`src/rtl/branch_commit_queue.sv`:
```
// rtl/branch_commit_queue.sv - in-order branch commit queue with flush on mispredict (optional stats: BRQ_STATS_EN)
module branch_commit_queue #(
  parameter int DEPTH = 8,
  parameter int IDX_W = 3,
  parameter int PC_W  = 32
) (
  input  logic              clk,
  input  logic              rst,
  input  logic              alloc_valid,
  input  logic [11:0]       alloc_opcode,
  input  logic              alloc_predicted,
  input  logic [PC_W-1:0]   alloc_target_pc,
  input  logic [PC_W-1:0]   alloc_fallthrough_pc,
  output logic              alloc_ready,
  output logic [IDX_W-1:0]  alloc_tag,
  input  logic              resolve_valid,
  input  logic [IDX_W-1:0]  resolve_tag,
  input  logic              resolve_taken,
  output logic [11:0]       Commit_opcode,
  output logic              Wrong_prediction,
  output logic              commit_valid,
  output logic              flush,
  output logic [PC_W-1:0]   redirect_pc,
  output logic [IDX_W:0]    count,
  output logic [15:0]       stat_commits,
  output logic [15:0]       stat_mispredicts
);

  // Conditional-branch encodings: {funct3, 2'b00, major opcode 7'b1100011}
  localparam logic [11:0]      OP_BEQ     = 12'h063;
  localparam logic [11:0]      OP_BNE     = 12'h263;
  localparam logic [IDX_W:0]   FULL_COUNT = (IDX_W+1)'(DEPTH);
  localparam logic [IDX_W-1:0] PTR_ONE    = IDX_W'(1);
  localparam logic [IDX_W:0]   CNT_ONE    = (IDX_W+1)'(1);

  // Entry state: control bits are reset, payload is only meaningful while valid
  logic [DEPTH-1:0] valid_q;
  logic [DEPTH-1:0] resolved_q;
  logic [DEPTH-1:0] predicted_q;
  logic [DEPTH-1:0] taken_q;
  logic [11:0]      opcode_q   [DEPTH];
  logic [PC_W-1:0]  target_q   [DEPTH];
  logic [PC_W-1:0]  fallthru_q [DEPTH];

  logic [IDX_W-1:0] head_q;
  logic [IDX_W-1:0] tail_q;
  logic [IDX_W:0]   count_q;

  logic             is_branch;
  logic             alloc_fire;
  logic             resolve_fire;
  logic             retire;
  logic             mispredict;
  logic [PC_W-1:0]  head_redirect;

  // Handshake and event decode, all from registered state plus current inputs
  always_comb begin
    is_branch     = (alloc_opcode == OP_BEQ) || (alloc_opcode == OP_BNE);
    alloc_ready   = (count_q < FULL_COUNT) && !flush;
    alloc_fire    = alloc_valid && alloc_ready && is_branch;
    resolve_fire  = resolve_valid && valid_q[resolve_tag] && !resolved_q[resolve_tag];
    retire        = valid_q[head_q] && resolved_q[head_q];
    mispredict    = retire && (predicted_q[head_q] != taken_q[head_q]);
    head_redirect = taken_q[head_q] ? target_q[head_q] : fallthru_q[head_q];
  end

  assign alloc_tag = tail_q;
  assign count     = count_q;

  // Pointers, occupancy and per-entry valid/resolved; a mispredict wipes everything younger
  always_ff @(posedge clk) begin
    if (rst) begin
      head_q     <= '0;
      tail_q     <= '0;
      count_q    <= '0;
      valid_q    <= '0;
      resolved_q <= '0;
    end else if (mispredict) begin
      head_q     <= '0;
      tail_q     <= '0;
      count_q    <= '0;
      valid_q    <= '0;
      resolved_q <= '0;
    end else begin
      if (alloc_fire) begin
        valid_q[tail_q]    <= 1'b1;
        resolved_q[tail_q] <= 1'b0;
        tail_q             <= tail_q + PTR_ONE;
      end
      if (resolve_fire) begin
        resolved_q[resolve_tag] <= 1'b1;
      end
      if (retire) begin
        valid_q[head_q]    <= 1'b0;
        resolved_q[head_q] <= 1'b0;
        head_q             <= head_q + PTR_ONE;
      end
      case ({alloc_fire, retire})
        2'b10:   count_q <= count_q + CNT_ONE;
        2'b01:   count_q <= count_q - CNT_ONE;
        default: count_q <= count_q;
      endcase
    end
  end

  // Payload capture; stale contents of invalid slots are never observed
  always_ff @(posedge clk) begin
    if (alloc_fire) begin
      opcode_q[tail_q]    <= alloc_opcode;
      predicted_q[tail_q] <= alloc_predicted;
      target_q[tail_q]    <= alloc_target_pc;
      fallthru_q[tail_q]  <= alloc_fallthrough_pc;
    end
    if (resolve_fire) begin
      taken_q[resolve_tag] <= resolve_taken;
    end
  end

  // Registered retirement feedback: single-cycle pulses toward predictor and fetch
  always_ff @(posedge clk) begin
    if (rst) begin
      commit_valid     <= 1'b0;
      Commit_opcode    <= '0;
      Wrong_prediction <= 1'b0;
      flush            <= 1'b0;
      redirect_pc      <= '0;
    end else begin
      commit_valid     <= retire;
      Commit_opcode    <= retire ? opcode_q[head_q] : 12'b0;
      Wrong_prediction <= mispredict;
      flush            <= mispredict;
      redirect_pc      <= mispredict ? head_redirect : '0;
    end
  end

`ifdef BRQ_STATS_EN
  // Saturating event counters; survive flushes, cleared only by reset
  always_ff @(posedge clk) begin
    if (rst) begin
      stat_commits     <= '0;
      stat_mispredicts <= '0;
    end else begin
      if (retire && (stat_commits != 16'hFFFF)) begin
        stat_commits <= stat_commits + 16'd1;
      end
      if (mispredict && (stat_mispredicts != 16'hFFFF)) begin
        stat_mispredicts <= stat_mispredicts + 16'd1;
      end
    end
  end
`else
  assign stat_commits     = 16'b0;
  assign stat_mispredicts = 16'b0;
`endif

endmodule

```
`config.mk`:
```
export PLATFORM = sky130hd
export DESIGN_NAME = branch_commit_queue
export DESIGN_NICKNAME = d
export VERILOG_FILES = /design/src/rtl/branch_commit_queue.sv
export SDC_FILE = /design/constraint.sdc
export NUM_CORES = 1
export LEC_CHECK = 0
export ABC_CLOCK_PERIOD_IN_PS = 9630
export BUFFER_PORTS_ARGS = -buffer_cell sky130_fd_sc_hd__buf_4
export CORE_AREA = 2 2 280 282
export DETAILED_ROUTE_END_ITERATION = 16
export DIE_AREA = 0 0 282 284
export SYNTH_ARGS = -nofsm -noshare
export SYNTH_HDL_FRONTEND = slang
export SYNTH_SLANG_ARGS = --single-unit
```
`constraint.sdc`:
```
create_clock -name clk -period 9.63 [get_ports clk]
set_clock_uncertainty 0.2 [all_clocks]
set_input_delay 0.963 -clock clk [delete_from_list [all_inputs] [get_ports clk]]
set_output_delay 0.963 -clock clk [all_outputs]
set_load 0.02 [all_outputs]
```
== After elaboration in Yosys (flattened, before gate mapping) ==
Memory sizes are Yosys's and may differ from the RTL's. A register that Yosys moved wholly into a read port is not among the register bits.
Cells that the tools add are included.
Operators by class
  equal/unequal tests: 5
  shifts and indexed selects: 0
  reduce and logical (&&, ||, !) cells: 17
  $lt $le $gt $ge: 7
  multiplexer cells: 39
  $mul: 0
  add/subtract/negate cells: 4
  bitwise logic cells: 9
  divide/modulo/power cells: 0
Operator list (count)
  2-to-1 mux 8 bit: 11
  2-to-1 mux 32 bit: 1
  bitwise AND 8 bit: 3
  binary-select mux 1 bit (select 3 bit): 6
  bitwise mux 8 bit: 2
  inverter 8 bit: 2
  OR 8 bit: 2
  equality test 12 x 10 -> 1 bit, second input constant: 1
  equality test 12 x 7 -> 1 bit, second input constant: 1
  less-than comparator 3 x 4 -> 1 bit, second input constant: 3
  2-to-1 mux 3 bit: 4
  2-to-1 mux 1 bit: 11
  logical AND 1 bit: 10
  demux 1 bit (select 3 bit): 3
  >= comparator 3 x 1 -> 1 bit, second input constant: 3
  case mux 4 bit (2 select lines): 1
  adder 3 x 1 -> 3 bit, second input constant: 2
  OR reduction 2 bit: 3
  adder 4 x 1 -> 4 bit, second input constant: 1
  less-than comparator 4 bit, second input constant: 1
  subtractor 4 x 1 -> 4 bit, second input constant: 1
  equality test 2 x 1 -> 1 bit, second input constant: 1
  equality test 2 bit, second input constant: 1
  zero test 1 bit: 2
  4 further kinds: 5
Storage, ports and cells
  memories kept: 3
  input port bits: 85
  register bits after elaboration: 76
  bits in read-only memories: 0
  RAM bits: 608
  latch bits: 0
Memory list
  fallthru_q: words 8, bits a word 32, read ports 1, clocked after memory_dff 1, wr ports 1, RTL line 43  | logic [PC_W-1:0] fallthru_q [DEPTH];
  target_q: words 8, bits a word 32, read ports 1, clocked after memory_dff 1, wr ports 1, RTL line 42  | logic [PC_W-1:0] target_q [DEPTH];
  opcode_q: words 8, bits a word 12, read ports 1, clocked after memory_dff 1, wr ports 1, RTL line 41  | logic [11:0] opcode_q [DEPTH];

== Logic depth before layout (Yosys ltp) ==
  depth after elaboration: 15
  mapped depth: 13
  mapped depth without buffers: 12

== Worst setup path before layout ==
Ideal clock, no wire load.
  kind: in2reg
  from: input port alloc_opcode[8]
  to: register resolved_q[3]
  stages: 7
  arrival time: 7.567 ns
  required time: 9.305 ns
  path buffers: 1
  setup slack: 1.739 ns
  path through: nor4b_1 and4_1 buf_2 inv_1 nor3_1 nand2b_1 a211oi_2
On the way
  longest elaborated chain between the ends: 12
Ends and longest elaborated chain
  start: declaration: RTL line 10  | input logic [11:0] alloc_opcode,
  equality test 12 x 7 -> 1 bit / equality test 12 x 10 -> 1 bit (equally long branches): RTL line 58  | is_branch = (alloc_opcode == OP_BEQ) || (alloc_opcode == OP_BNE);
  logical OR 1 bit (*): RTL line 58
  logical AND 1 bit (*): RTL line 60  | alloc_fire = alloc_valid && alloc_ready && is_branch;
  2-to-1 mux 8 bit (*): RTL line 85  | if (alloc_fire) begin
  2-to-1 mux 8 bit (*): RTL line 78  | end else if (mispredict) begin
  2-to-1 mux 8 bit (*): RTL line 72  | if (rst) begin
  OR 8 bit (no line)
  2-to-1 mux 8 bit (*): RTL line 90  | if (resolve_fire) begin
  2-to-1 mux 8 bit (*): RTL line 78
  2-to-1 mux 8 bit (*): RTL line 72
  bitwise AND 8 bit (no line)
  2-to-1 mux 8 bit (*): RTL line 93  | if (retire) begin
  end signal: assignment: RTL line 77  | resolved_q <= '0;
  end signal: assignment: RTL line 83  | resolved_q <= '0;
  end signal: indexed assignment: RTL line 95  | resolved_q[head_q] <= 1'b0;
  end: declaration: RTL line 38  | logic [DEPTH-1:0] resolved_q;
Mark *: on every way between the ends. The rest lies on a longest branch, timed or not. The select of a mux whose other input is x is not followed.
A chain may end at the register's enable or synchronous reset.

== Final worst setup path ==
Ends and elaborated chain as after synthesis.

==> impl_metrics.ini <==
[clock_tree]
cts.htree.levels = 3
cts_sinks = 699
cts-resized-gates = 0
ctsHoldBuffers = 0
cts_setup_buffers = 0
root_buffer = clkbuf_16
tritoncts = done
cts_buffers = 67
clockBufferDepth = 3
insertion_delay_ps = 600
clk_pin_slew_ps = 60

[placed_design]
dp_hpwl_um = 32100
dp.cells = 2488
numPortBuffers = 139
pre_cts_ws_ps = 4800
place_congestion = 0.750
placed_area_um2 = 28800

[route]
vias = 12855
drc = 0
drt_wl_total_um = 57900
wire_per_inst_um = 22.1
dr.pass1.iters = 6
drt_iter0_markers = 1002
vias_per_cell = 4.92
ant_nets = 0

[sta]
fin_crit_sh_pct = 42.3
rsz0062_at_grt = no
relSlewSlack_pct = 26.1
fin_crit_ps = 4080
timing.hold.ws_ps = 279
timing.final.max_slew_violations = 0
worst_slew_pin_slew_ps = 1110
finalSetupTns_ps = 0
fmax_ghz = 0.245
hold_viol = 0
setup_viol = 0
fin_ws_ps = 5550

[synthesis]
synth_area_leaders = edfxtp_1, mux4_2, dfxtp_1
synth.avg_cell_area_um2 = 19.7
yosys_warnings = 0
yosys.area_share.simple_pct = 4.96
synth_seq_cells = 699
postSynthCellCount = 1362
synth_xor_area_share_pct = 0.490
yosys.area.top_type = edfxtp_1
synth_area_um2 = 26800
synth-async-reset-ratio_pct = 0
yosysUniqueCellTypes = 49
ys.flop_type = edfxtp_1
synth_top_family_by_area = multiplexers
synth-compound-area-share_pct = 1.76
synth-edff-count = 624
synth_top_area_share_pct = 70.0
ys_seq_area_share_pct = 75.6
synth.area.mux_share_pct = 14.5
synth_fa_ha_area_share_pct = 0.234

[cells_and_area]
final_area_um2 = 31100
finish.utilization_pct = 40.4
multi_input_area_um2 = 6010
area_growth_pct = 16.0
drive_gt1_share_pct = 28.1
regArea_um2 = 20200
final_nets = 1607
instances_no_fill = 2615
fillers = 6779

[global_route]
grt_pass1_wl_um = 86900
grt.overflow.total = 0
antenna_found_initial = 6
grt_pass1_vias = 13719
grt_max_degree = 66
track_usage_pct = 14.5

[worst_setup_path]
cp_slowest_cell = nor3_2
crit_chain = buf_4, nor4b_1, and4_1, inv_1, nor3_2, buf_4, buf_4, nand2b_1, a211oi_2
reg2reg_depth = 8
cp.required_ps = 9860
cp-end-kind = flop
path_class = in2reg
r2r_slack_ps = 5910
critPathArrivalTime_ps = 4300
cp.depth = 9
critPathTopFamily = simple AND/OR/NAND/NOR gates
worst-path-max-fanout = 53
start_kind = input pin
reg2reg_from = count[3]
worstReg2RegEnd = resolved_q[3]
path_buf_inv = 4
worst_path_most_repeated_cell = buf_4
cpPeakStageDelay_ps = 800

[hold_path]
min_path_type = reg2reg
hold-path-cell-count = 2
worstHoldEndpoint = valid_q[7]
worstHoldStart = valid_q[7]

[floorplanning]
io-pin-count = 172
coreArea_um2 = 77000
die-area_um2 = 80100
die_h_um = 284
die_w_um = 282
rows = 102
initial_core_util_pct = 34.8

[power]
total_power_mw = 6.04
powerDensity_nw_per_um2 = 195
power_leakage_nw = 10.4
vdd_ir_drop_max_v = 0.000108

[status]
outcome = finished clean

[run]
drv_cap = 0
[report_power, final]
| group | total (mW) | switching (mW) | internal [mW] |
|---|---|---|---|
| Sequential | 3.29 | 0.0000202 | 3.29 |
| Clock | 2.67 | 1.09 | 1.58 |
| Combinational | 0.0783 | 0.0539 | 0.0243 |
[state kept, by name, summed over array words and instances, names as in the netlist, named ones only]
name and flops:
resolved_q 8, target_q 256, taken_q 8, redirect_pc 32
opcode_q 96, count 4, valid_q 8, head_q 3
fallthru_q 256, Commit_opcode 12, commit_valid 1, flush 1
alloc_tag 3, predicted_q 8
[placed cells by master (no fill, tap or decap), types with 4 or more instances in the layout]
cell	n
edfxtp_1	624
nand2_1	171
mux4_2	162
buf_4	158
dfxtp_1	71
clkbuf_16	69
nand3_1	34
nor2_1	33
o211a_1	32
conb_1	32
clkbuf_1	17
clkinv_1	15
mux2i_1	14
a21oi_1	13
xor2_1	11
bufinv_16	9
inv_4	7
nor3_2	7
inv_6	6
inv_1	5
or3_1	5
clkinv_2	5
ha_1	5
nor2b_1	4
and3_1	4
a311oi_1	4
xnor2_1	4
[worst reg2reg max path, delay by kind of cell (launching register included)]
kind                   cells  cell delay [ps]
DFF                        1              360
buffers and inverters      3             1380
and+or+nand+nor            4             1560
AOI/OAI and AO/OA          1               70
[final cells by class]
| type | count | area share [%] |
|---|---|---|
| multi-input combinational | 578 | 19.4 |
| inverter | 13 | 0.218 |
| sequential | 699 | 65.2 |
| clock buffer | 87 | 5.81 |
| tap | 1040 | 4.19 |
| timing repair buffer | 158 | 3.82 |
| clock inverter | 37 | 1.39 |
| antenna | 3 | 0.0242 |
[cells by family (layout without fill, tap and decap cells)]
family          count (synthesis)  after routing
compound gates                 56             56
xor+xnor                       15             15
fa+ha+maj                       5              5
buf+inv                       116            295
flops                         699            699
mux                           182            182
other cells                     1             35
simple gates                  288            288
[worst max-delay path by stage]
stage	from	end	slack, ps
2_1_floorplan	alloc_opcode[8]	resolved_q[3]	1740
3_3_place_gp	alloc_opcode[8]	resolved_q[3]	4820
3_5_place_dp	alloc_opcode[8]	resolved_q[3]	4800
4_1_cts	alloc_opcode[8]	resolved_q[3]	5430
5_1_grt	alloc_opcode[8]	resolved_q[3]	5230
6_report	alloc_opcode[8]	resolved_q[3]	5550
[layer usage]
metal	up-vias	routed length, um	global-route usage, %
li1	5661	-	-
met5	-	41	0
met4	6	1040	4.77
met1	6798	24400	18.6
met2	314	29600	24.6
met3	76	2890	2.73
[Yosys cell counts (6+ instances only)]
master,count
nor2_1,33
edfxtp_1,624
nand2_1,171
clkbuf_1,26
a21oi_1,13
o211a_1,32
buf_4,34
buf_1,8
nor3_2,6
mux4_2,162
buf_6,6
dfxtp_1,75
buf_2,28
nand3_1,34
mux2i_1,14
xor2_1,11
inv_1,12
Power figures use the tool's default switching activity.
